File: config.mk
export PLATFORM = sky130hd
export DESIGN_NAME = lsu_ctrl
export DESIGN_NICKNAME = d
export VERILOG_FILES = /design/src/rtl/lsu_pkg.sv /design/src/rtl/lsu_align.sv /design/src/rtl/lsu_ctrl.sv
export SDC_FILE = /design/constraint.sdc
export NUM_CORES = 1
export LEC_CHECK = 0
export CAP_MARGIN = 5
export CORE_UTILIZATION = 50
export DETAILED_ROUTE_END_ITERATION = 7
export PLACE_DENSITY = 0.95
export SYNTH_ARGS = -nofsm -noshare
export SYNTH_HDL_FRONTEND = slang
export SYNTH_SLANG_ARGS = --single-unit
File: constraint.sdc
create_clock -name in_clk -period 21.7 [get_ports in_clk]
set_input_delay 2.17 -clock in_clk [delete_from_list [all_inputs] [get_ports in_clk]]
set_output_delay 2.17 -clock in_clk [all_outputs]
set_load 0.02 [all_outputs]
File: src/rtl/lsu_pkg.sv
// Shared definitions for the load/store controller.
//   - lsu_state_e    : controller states (IDLE, RD, WR, DONE)
//   - F3_*           : RISC-V funct3 size/sign codes for loads and stores
//   - lsu_nbytes()   : funct3[1:0] -> access size in bytes (1/2/4/8)
//   - lsu_byte_mask(): funct3[1:0] -> mask covering the low N bytes
package lsu_pkg;

   localparam int LSU_XLEN = 64;

   typedef enum logic [1:0] {
      ST_IDLE = 2'd0,
      ST_RD   = 2'd1,
      ST_WR   = 2'd2,
      ST_DONE = 2'd3
   } lsu_state_e;

   // Loads
   localparam logic [2:0] F3_LB      = 3'b000;
   localparam logic [2:0] F3_LH      = 3'b001;
   localparam logic [2:0] F3_LW      = 3'b010;
   localparam logic [2:0] F3_LD      = 3'b011;
   localparam logic [2:0] F3_LBU     = 3'b100;
   localparam logic [2:0] F3_LHU     = 3'b101;
   localparam logic [2:0] F3_LWU     = 3'b110;
   localparam logic [2:0] F3_ILLEGAL = 3'b111;
   // Stores share the low two bits with the loads; funct3[2] must be 0.
   localparam logic [1:0] SZ_DWORD   = 2'b11;

   function automatic int unsigned lsu_nbytes(input logic [1:0] size);
      return 32'd1 << size;
   endfunction

   function automatic logic [LSU_XLEN-1:0] lsu_byte_mask(input logic [1:0] size);
      int unsigned nb;
      nb = lsu_nbytes(size);
      if (nb == 32'd8) begin
         return '1;
      end
      return (64'd1 << (8 * nb)) - 64'd1;
   endfunction

endpackage

File: src/rtl/lsu_align.sv
// Combinational data alignment for the load/store controller.
// Ports:
//   funct3_i     : latched funct3 of the current operation
//   mem_rdata_i  : 8 bytes returned by memory, little-endian
//   wdata_i      : latched store data (low bytes used)
//   load_data_o  : low N bytes of mem_rdata_i, sign/zero extended per funct3
//   merge_data_o : mem_rdata_i with its low N bytes replaced by wdata_i
module lsu_align
   import lsu_pkg::*;
(
   input  logic [2:0]          funct3_i,
   input  logic [LSU_XLEN-1:0] mem_rdata_i,
   input  logic [LSU_XLEN-1:0] wdata_i,
   output logic [LSU_XLEN-1:0] load_data_o,
   output logic [LSU_XLEN-1:0] merge_data_o
);

   logic [LSU_XLEN-1:0] mask;

   assign mask = lsu_byte_mask(funct3_i[1:0]);

   always_comb begin
      load_data_o = mem_rdata_i;
      unique case (funct3_i)
         F3_LB:   load_data_o = {{56{mem_rdata_i[7]}},  mem_rdata_i[7:0]};
         F3_LH:   load_data_o = {{48{mem_rdata_i[15]}}, mem_rdata_i[15:0]};
         F3_LW:   load_data_o = {{32{mem_rdata_i[31]}}, mem_rdata_i[31:0]};
         F3_LD:   load_data_o = mem_rdata_i;
         F3_LBU:  load_data_o = {56'd0, mem_rdata_i[7:0]};
         F3_LHU:  load_data_o = {48'd0, mem_rdata_i[15:0]};
         F3_LWU:  load_data_o = {32'd0, mem_rdata_i[31:0]};
         default: load_data_o = mem_rdata_i;   // illegal code never reaches RD
      endcase
   end

   assign merge_data_o = (mem_rdata_i & ~mask) | (wdata_i & mask);

endmodule

File: src/rtl/lsu_ctrl.sv
// Load/store controller: accepts one load or store from the core, runs a
// req/ack transaction on the 8-byte-wide data memory port and returns the
// extended load result. Sub-dword stores are read-modify-write.
// Ports:
//   in_clk, in_rst          : clock (rising edge), async active-high reset
//   in_start                : start request, sampled only in IDLE
//   in_is_store, in_funct3  : operation kind and RISC-V size/sign code
//   in_addr, in_wdata       : byte address and store data
//   out_busy                : state is not IDLE
//   out_done, out_fault     : one-cycle completion pulse and its fault flag
//   out_rdata               : last load result, held until the next load
//   out_mem_req/we/addr/wdata : registered memory request
//   in_mem_rdata, in_mem_ack  : memory read data and acknowledge
module lsu_ctrl
   import lsu_pkg::*;
#(
   parameter int              DATA_WIDTH = 64,
   parameter longint unsigned MEM_BYTES  = 1048576
) (
   input  logic                  in_clk,
   input  logic                  in_rst,
   input  logic                  in_start,
   input  logic                  in_is_store,
   input  logic [2:0]            in_funct3,
   input  logic [DATA_WIDTH-1:0] in_addr,
   input  logic [DATA_WIDTH-1:0] in_wdata,
   output logic                  out_busy,
   output logic                  out_done,
   output logic [DATA_WIDTH-1:0] out_rdata,
   output logic                  out_fault,
   output logic                  out_mem_req,
   output logic                  out_mem_we,
   output logic [DATA_WIDTH-1:0] out_mem_addr,
   output logic [DATA_WIDTH-1:0] out_mem_wdata,
   input  logic [DATA_WIDTH-1:0] in_mem_rdata,
   input  logic                  in_mem_ack
);

   // Highest legal start address: the 8-byte transfer must fit in memory.
   localparam logic [DATA_WIDTH-1:0] LAST_ADDR = DATA_WIDTH'(MEM_BYTES - 64'd8);

   lsu_state_e            state_q, state_d;
   logic [2:0]            funct3_q, funct3_d;
   logic                  store_q, store_d;
   logic [DATA_WIDTH-1:0] wdata_q, wdata_d;
   logic [DATA_WIDTH-1:0] rdata_q, rdata_d;
   logic                  fault_q, fault_d;
   logic                  req_q, req_d;
   logic                  we_q, we_d;
   logic [DATA_WIDTH-1:0] maddr_q, maddr_d;
   logic [DATA_WIDTH-1:0] mwdata_q, mwdata_d;

   logic [DATA_WIDTH-1:0] load_data;
   logic [DATA_WIDTH-1:0] merge_data;
   logic                  start_fault;
   logic                  ack_seen;

   lsu_align u_align (
      .funct3_i     (funct3_q),
      .mem_rdata_i  (in_mem_rdata),
      .wdata_i      (wdata_q),
      .load_data_o  (load_data),
      .merge_data_o (merge_data)
   );

   assign start_fault = (in_is_store ? in_funct3[2] : (in_funct3 == F3_ILLEGAL))
                      | (in_addr > LAST_ADDR);

   // Ack counts only while a request is actually outstanding.
   assign ack_seen = req_q & in_mem_ack;

   always_ff @(posedge in_clk or posedge in_rst) begin
      if (in_rst) begin
         state_q  <= ST_IDLE;
         funct3_q <= '0;
         store_q  <= 1'b0;
         wdata_q  <= '0;
         rdata_q  <= '0;
         fault_q  <= 1'b0;
         req_q    <= 1'b0;
         we_q     <= 1'b0;
         maddr_q  <= '0;
         mwdata_q <= '0;
      end else begin
         state_q  <= state_d;
         funct3_q <= funct3_d;
         store_q  <= store_d;
         wdata_q  <= wdata_d;
         rdata_q  <= rdata_d;
         fault_q  <= fault_d;
         req_q    <= req_d;
         we_q     <= we_d;
         maddr_q  <= maddr_d;
         mwdata_q <= mwdata_d;
      end
   end

   always_comb begin
      state_d  = state_q;
      funct3_d = funct3_q;
      store_d  = store_q;
      wdata_d  = wdata_q;
      rdata_d  = rdata_q;
      fault_d  = fault_q;
      req_d    = req_q;
      we_d     = we_q;
      maddr_d  = maddr_q;
      mwdata_d = mwdata_q;

      unique case (state_q)
         ST_IDLE: begin
            if (in_start) begin
               funct3_d = in_funct3;
               store_d  = in_is_store;
               wdata_d  = in_wdata;
               maddr_d  = in_addr;
               fault_d  = start_fault;
               if (start_fault) begin
                  state_d = ST_DONE;
               end else if (in_is_store && (in_funct3[1:0] == SZ_DWORD)) begin
                  // Full doubleword store needs no read.
                  state_d  = ST_WR;
                  req_d    = 1'b1;
                  we_d     = 1'b1;
                  mwdata_d = in_wdata;
               end else begin
                  state_d = ST_RD;
                  req_d   = 1'b1;
                  we_d    = 1'b0;
               end
            end
         end

         ST_RD: begin
            if (ack_seen) begin
               req_d = 1'b0;
               if (store_q) begin
                  // WR is entered with req low, giving the mandatory gap cycle.
                  mwdata_d = merge_data;
                  state_d  = ST_WR;
               end else begin
                  rdata_d = load_data;
                  state_d = ST_DONE;
               end
            end
         end

         ST_WR: begin
            if (!req_q) begin
               req_d = 1'b1;
               we_d  = 1'b1;
            end else if (in_mem_ack) begin
               req_d   = 1'b0;
               we_d    = 1'b0;
               state_d = ST_DONE;
            end
         end

         ST_DONE: begin
            fault_d = 1'b0;
            state_d = ST_IDLE;
         end

         default: state_d = ST_IDLE;
      endcase
   end

   assign out_busy      = (state_q != ST_IDLE);
   assign out_done      = (state_q == ST_DONE);
   assign out_fault     = fault_q;
   assign out_rdata     = rdata_q;
   assign out_mem_req   = req_q;
   assign out_mem_we    = we_q;
   assign out_mem_addr  = maddr_q;
   assign out_mem_wdata = mwdata_q;

endmodule
==> reports/metrics.yaml <==
outcome: "finished clean"
holdPathEnd: "out_mem_addr[37]$_DFFE_PP0P_"
holdCritPathClass: "flip-flop to flip-flop"
die_w_um: 157
die_y_um: 157
grt_overflow: 0
grt_max_degree: 125
rr_endpoint: "out_mem_wdata[62]$_DFFE_PP0P_"
start_util_pct: 50.9
drt_pass1_iterations: 5
async_reset_ff_share_pct: 100
place_hpwl_um: 25600
worst_setup_path_start_kind: "input pin"
synth-edff-count: 0
yosysWarnings: 0
max_freq_mhz: 206
cap_violations: 0
yosysSeqAreaShare_pct: 55.5
synth_cells: 1005
drt_drc_violations_left: 0
drive_above_1_share_pct: 20.9
final-hold-violation-count: 0
path_class: "input pin to flip-flop"
cts_root_buffer: "clkbuf_16"
row_count: 56
cts_sinks: 265
setup_viol: 0
clk-insertion-delay-late_ps: 550
drt_iter0_drc: 622
die_area_um2: 24500
rrSetupSlack_ps: 18290
ctsResizeCount: 0
holdWs_ps: 505
finalSetupTns_ps: 0
ctsHoldBuffers: 0
relSlewSlack_pct: 32.2
rsz0062_at_grt: "false"
min_period_ps: 4850
maxSlewViolCount: 0
ioPinCount: 397
synth_area_um2: 12000
syn2layout_area_growth_pct: 42.9
layout.nets: 1577
cts_htree_levels: 1
portBuffers: 396
nFillCells: 1460
r2r_cells: 7
ant_nets: 0
n_antenna_cell: 0
wire_per_inst_um: 22.1
ys_dominant_reg_cell: "dfrtp_1"
hold_depth: 1
grt_pass1_wl_um: 57100
timing.final.crit_share_pct: 22.3
peakVddDrop_mv: 0.0986
clockBufferDepth: 3
tightest_slew_ps: 1020
syn_area_per_cell_um2: 11.9
wl_um: 37800
place.gp.congestion: 0.814
grt_antenna_before_repair: 0
p_leak_uw: 0.00723
ys_types: 38
required_ps: 22130
post_cts_buffers: 0
viasPerCell: 5.69
ys_ff_latch: 265
grt_pass1_vias: 10300
fin_total_pwr_uw: 2840
cts_tree: "done"
clkTransAtPathRegs_ps: 60
cp_max_fo: 33
vias: 9760
syn_nets: 1209
cp.arrival_ps: 5280
cts_buffers: 28
core_area_um2: 23500
p_per_area_nw_per_um2: 166
worstReg2RegStart: "state_q[1]$_DFFE_PP0P_"
critPathCaptureType: "flip-flop"
track_usage_pct: 30.5
skew_ps: 35.0
worstHoldStart: "out_mem_addr[37]$_DFFE_PP0P_"
per-stage QoR:
| step | instances | utilization [%] | cell area (um2) | setup WS [ps] |
|---|---|---|---|---|
| after floorplan | 1005 | - | 12000 | 12230 |
| after detailed placement | 1662 | 68.3 | 16000 | 16260 |
| final | 1714 | 72.8 | 17100 | 16850 |
| after CTS | 1714 | 72.8 | 17100 | 16820 |
| after global placement | 1662 | 68.3 | 16000 | 16390 |
| after global routing | 1714 | 72.8 | 17100 | 16710 |
flip-flops by register name, indices dropped and copies added (netlist names):
signal         flops
wdata_q           64
funct3_q           3
out_fault          1
state_q            2
out_mem_req        1
out_rdata         64
out_mem_wdata     64
out_mem_addr      64
store_q            1
out_mem_we         1
power breakdown:
group          switching [uW]  total, uW  internal [uW]
logic                     705       1400            693
registers                 156        906            750
clock network             204        531            327
total                    1070       2840           1770
Yosys cell counts (5+ instances only):
cell	instances	area, um2
nor4_1	7	43.8
mux2_2	154	1730
nor2_1	123	462
nand4_1	5	31.3
mux2_4	60	901
buf_12	7	140
inv_1	7	26.3
nand2_1	103	387
a21oi_1	112	561
clkbuf_1	28	105
buf_2	19	95.1
mux2i_1	19	190
dfrtp_1	265	6630
a31oi_1	42	263
nand3_1	5	25.0
buf_1	14	52.6
worst max-delay path, stage by stage:
cell	delay [ps]
clkdlybuf4s50_1	460
nor4_1	440
nand4_1	240
nor2_1	150
and3_4	230
a21o_4	500
buf_4	660
mux2_2	420
layout by cell type, fill, tap and decap left out, drive strengths merged:
cell           Yosys  layout
mux2             214     214
bufinv             0       5
o31a               1       1
nand4              5       5
inv                8       8
clkbuf            28      39
and2               1       1
nor3b              1       1
a21oi            113     113
ha                 4       4
a311oi             1       1
nand2            103     103
a211oi             1       1
a32o               1       1
nor4              11      11
clkinv             0       5
nand2b             1       1
a32oi              1       1
a21o               4       4
dfrtp            265     265
nand3              5       5
a31oi             42      42
clkinvlp           0       3
o21ai              4       4
and3               1       1
mux2i             19      19
nor2             124     124
buf               41      11
or2                1       1
nor3               3       3
o31ai              2       2
clkdlybuf4s50      0     396
layer usage:
layer  global-route usage, %  share of wire [%]  vias to the layer above
met1                    33.3                 35                     4844
li1                        -                  -                     4258
met5                       0                  0                        -
met4                    18.4                6.7                        0
met3                    7.70                7.3                      162
met2                    53.6                 51                      496
cells by family after synthesis:
family          share of synthesized area, %
flops                                   55.5
simple gates                            8.89
mux                                     23.6
compound gates                          7.99
buf+inv                                 3.60
fa+ha+maj                              0.419
worst max-delay path by stage:
stage                      from                            end  depth (start not counted)
floorplan                in_rst        funct3_q[0]$_DFFE_PP0P_                          1
global placement    in_addr[25]  out_mem_wdata[62]$_DFFE_PP0P_                          8
CTS                 in_addr[25]  out_mem_wdata[62]$_DFFE_PP0P_                          8
finish              in_addr[25]  out_mem_wdata[62]$_DFFE_PP0P_                          8
detailed placement  in_addr[25]  out_mem_wdata[62]$_DFFE_PP0P_                          8
global route        in_addr[25]  out_mem_wdata[62]$_DFFE_PP0P_                          8
area by class of cell:
type | instances | area, um2 | area share, %
clock buffer | 39 | 833 | 4.88
clock inverter | 13 | 205 | 1.20
inverter | 8 | 37.5 | 0.220
multi-input combinational | 663 | 4920 | 28.8
sequential | 265 | 6630 | 38.8
tap | 319 | 399 | 2.34
timing repair buffer | 407 | 4050 | 23.7
Note: power is estimated with default switching activity, not from simulation.
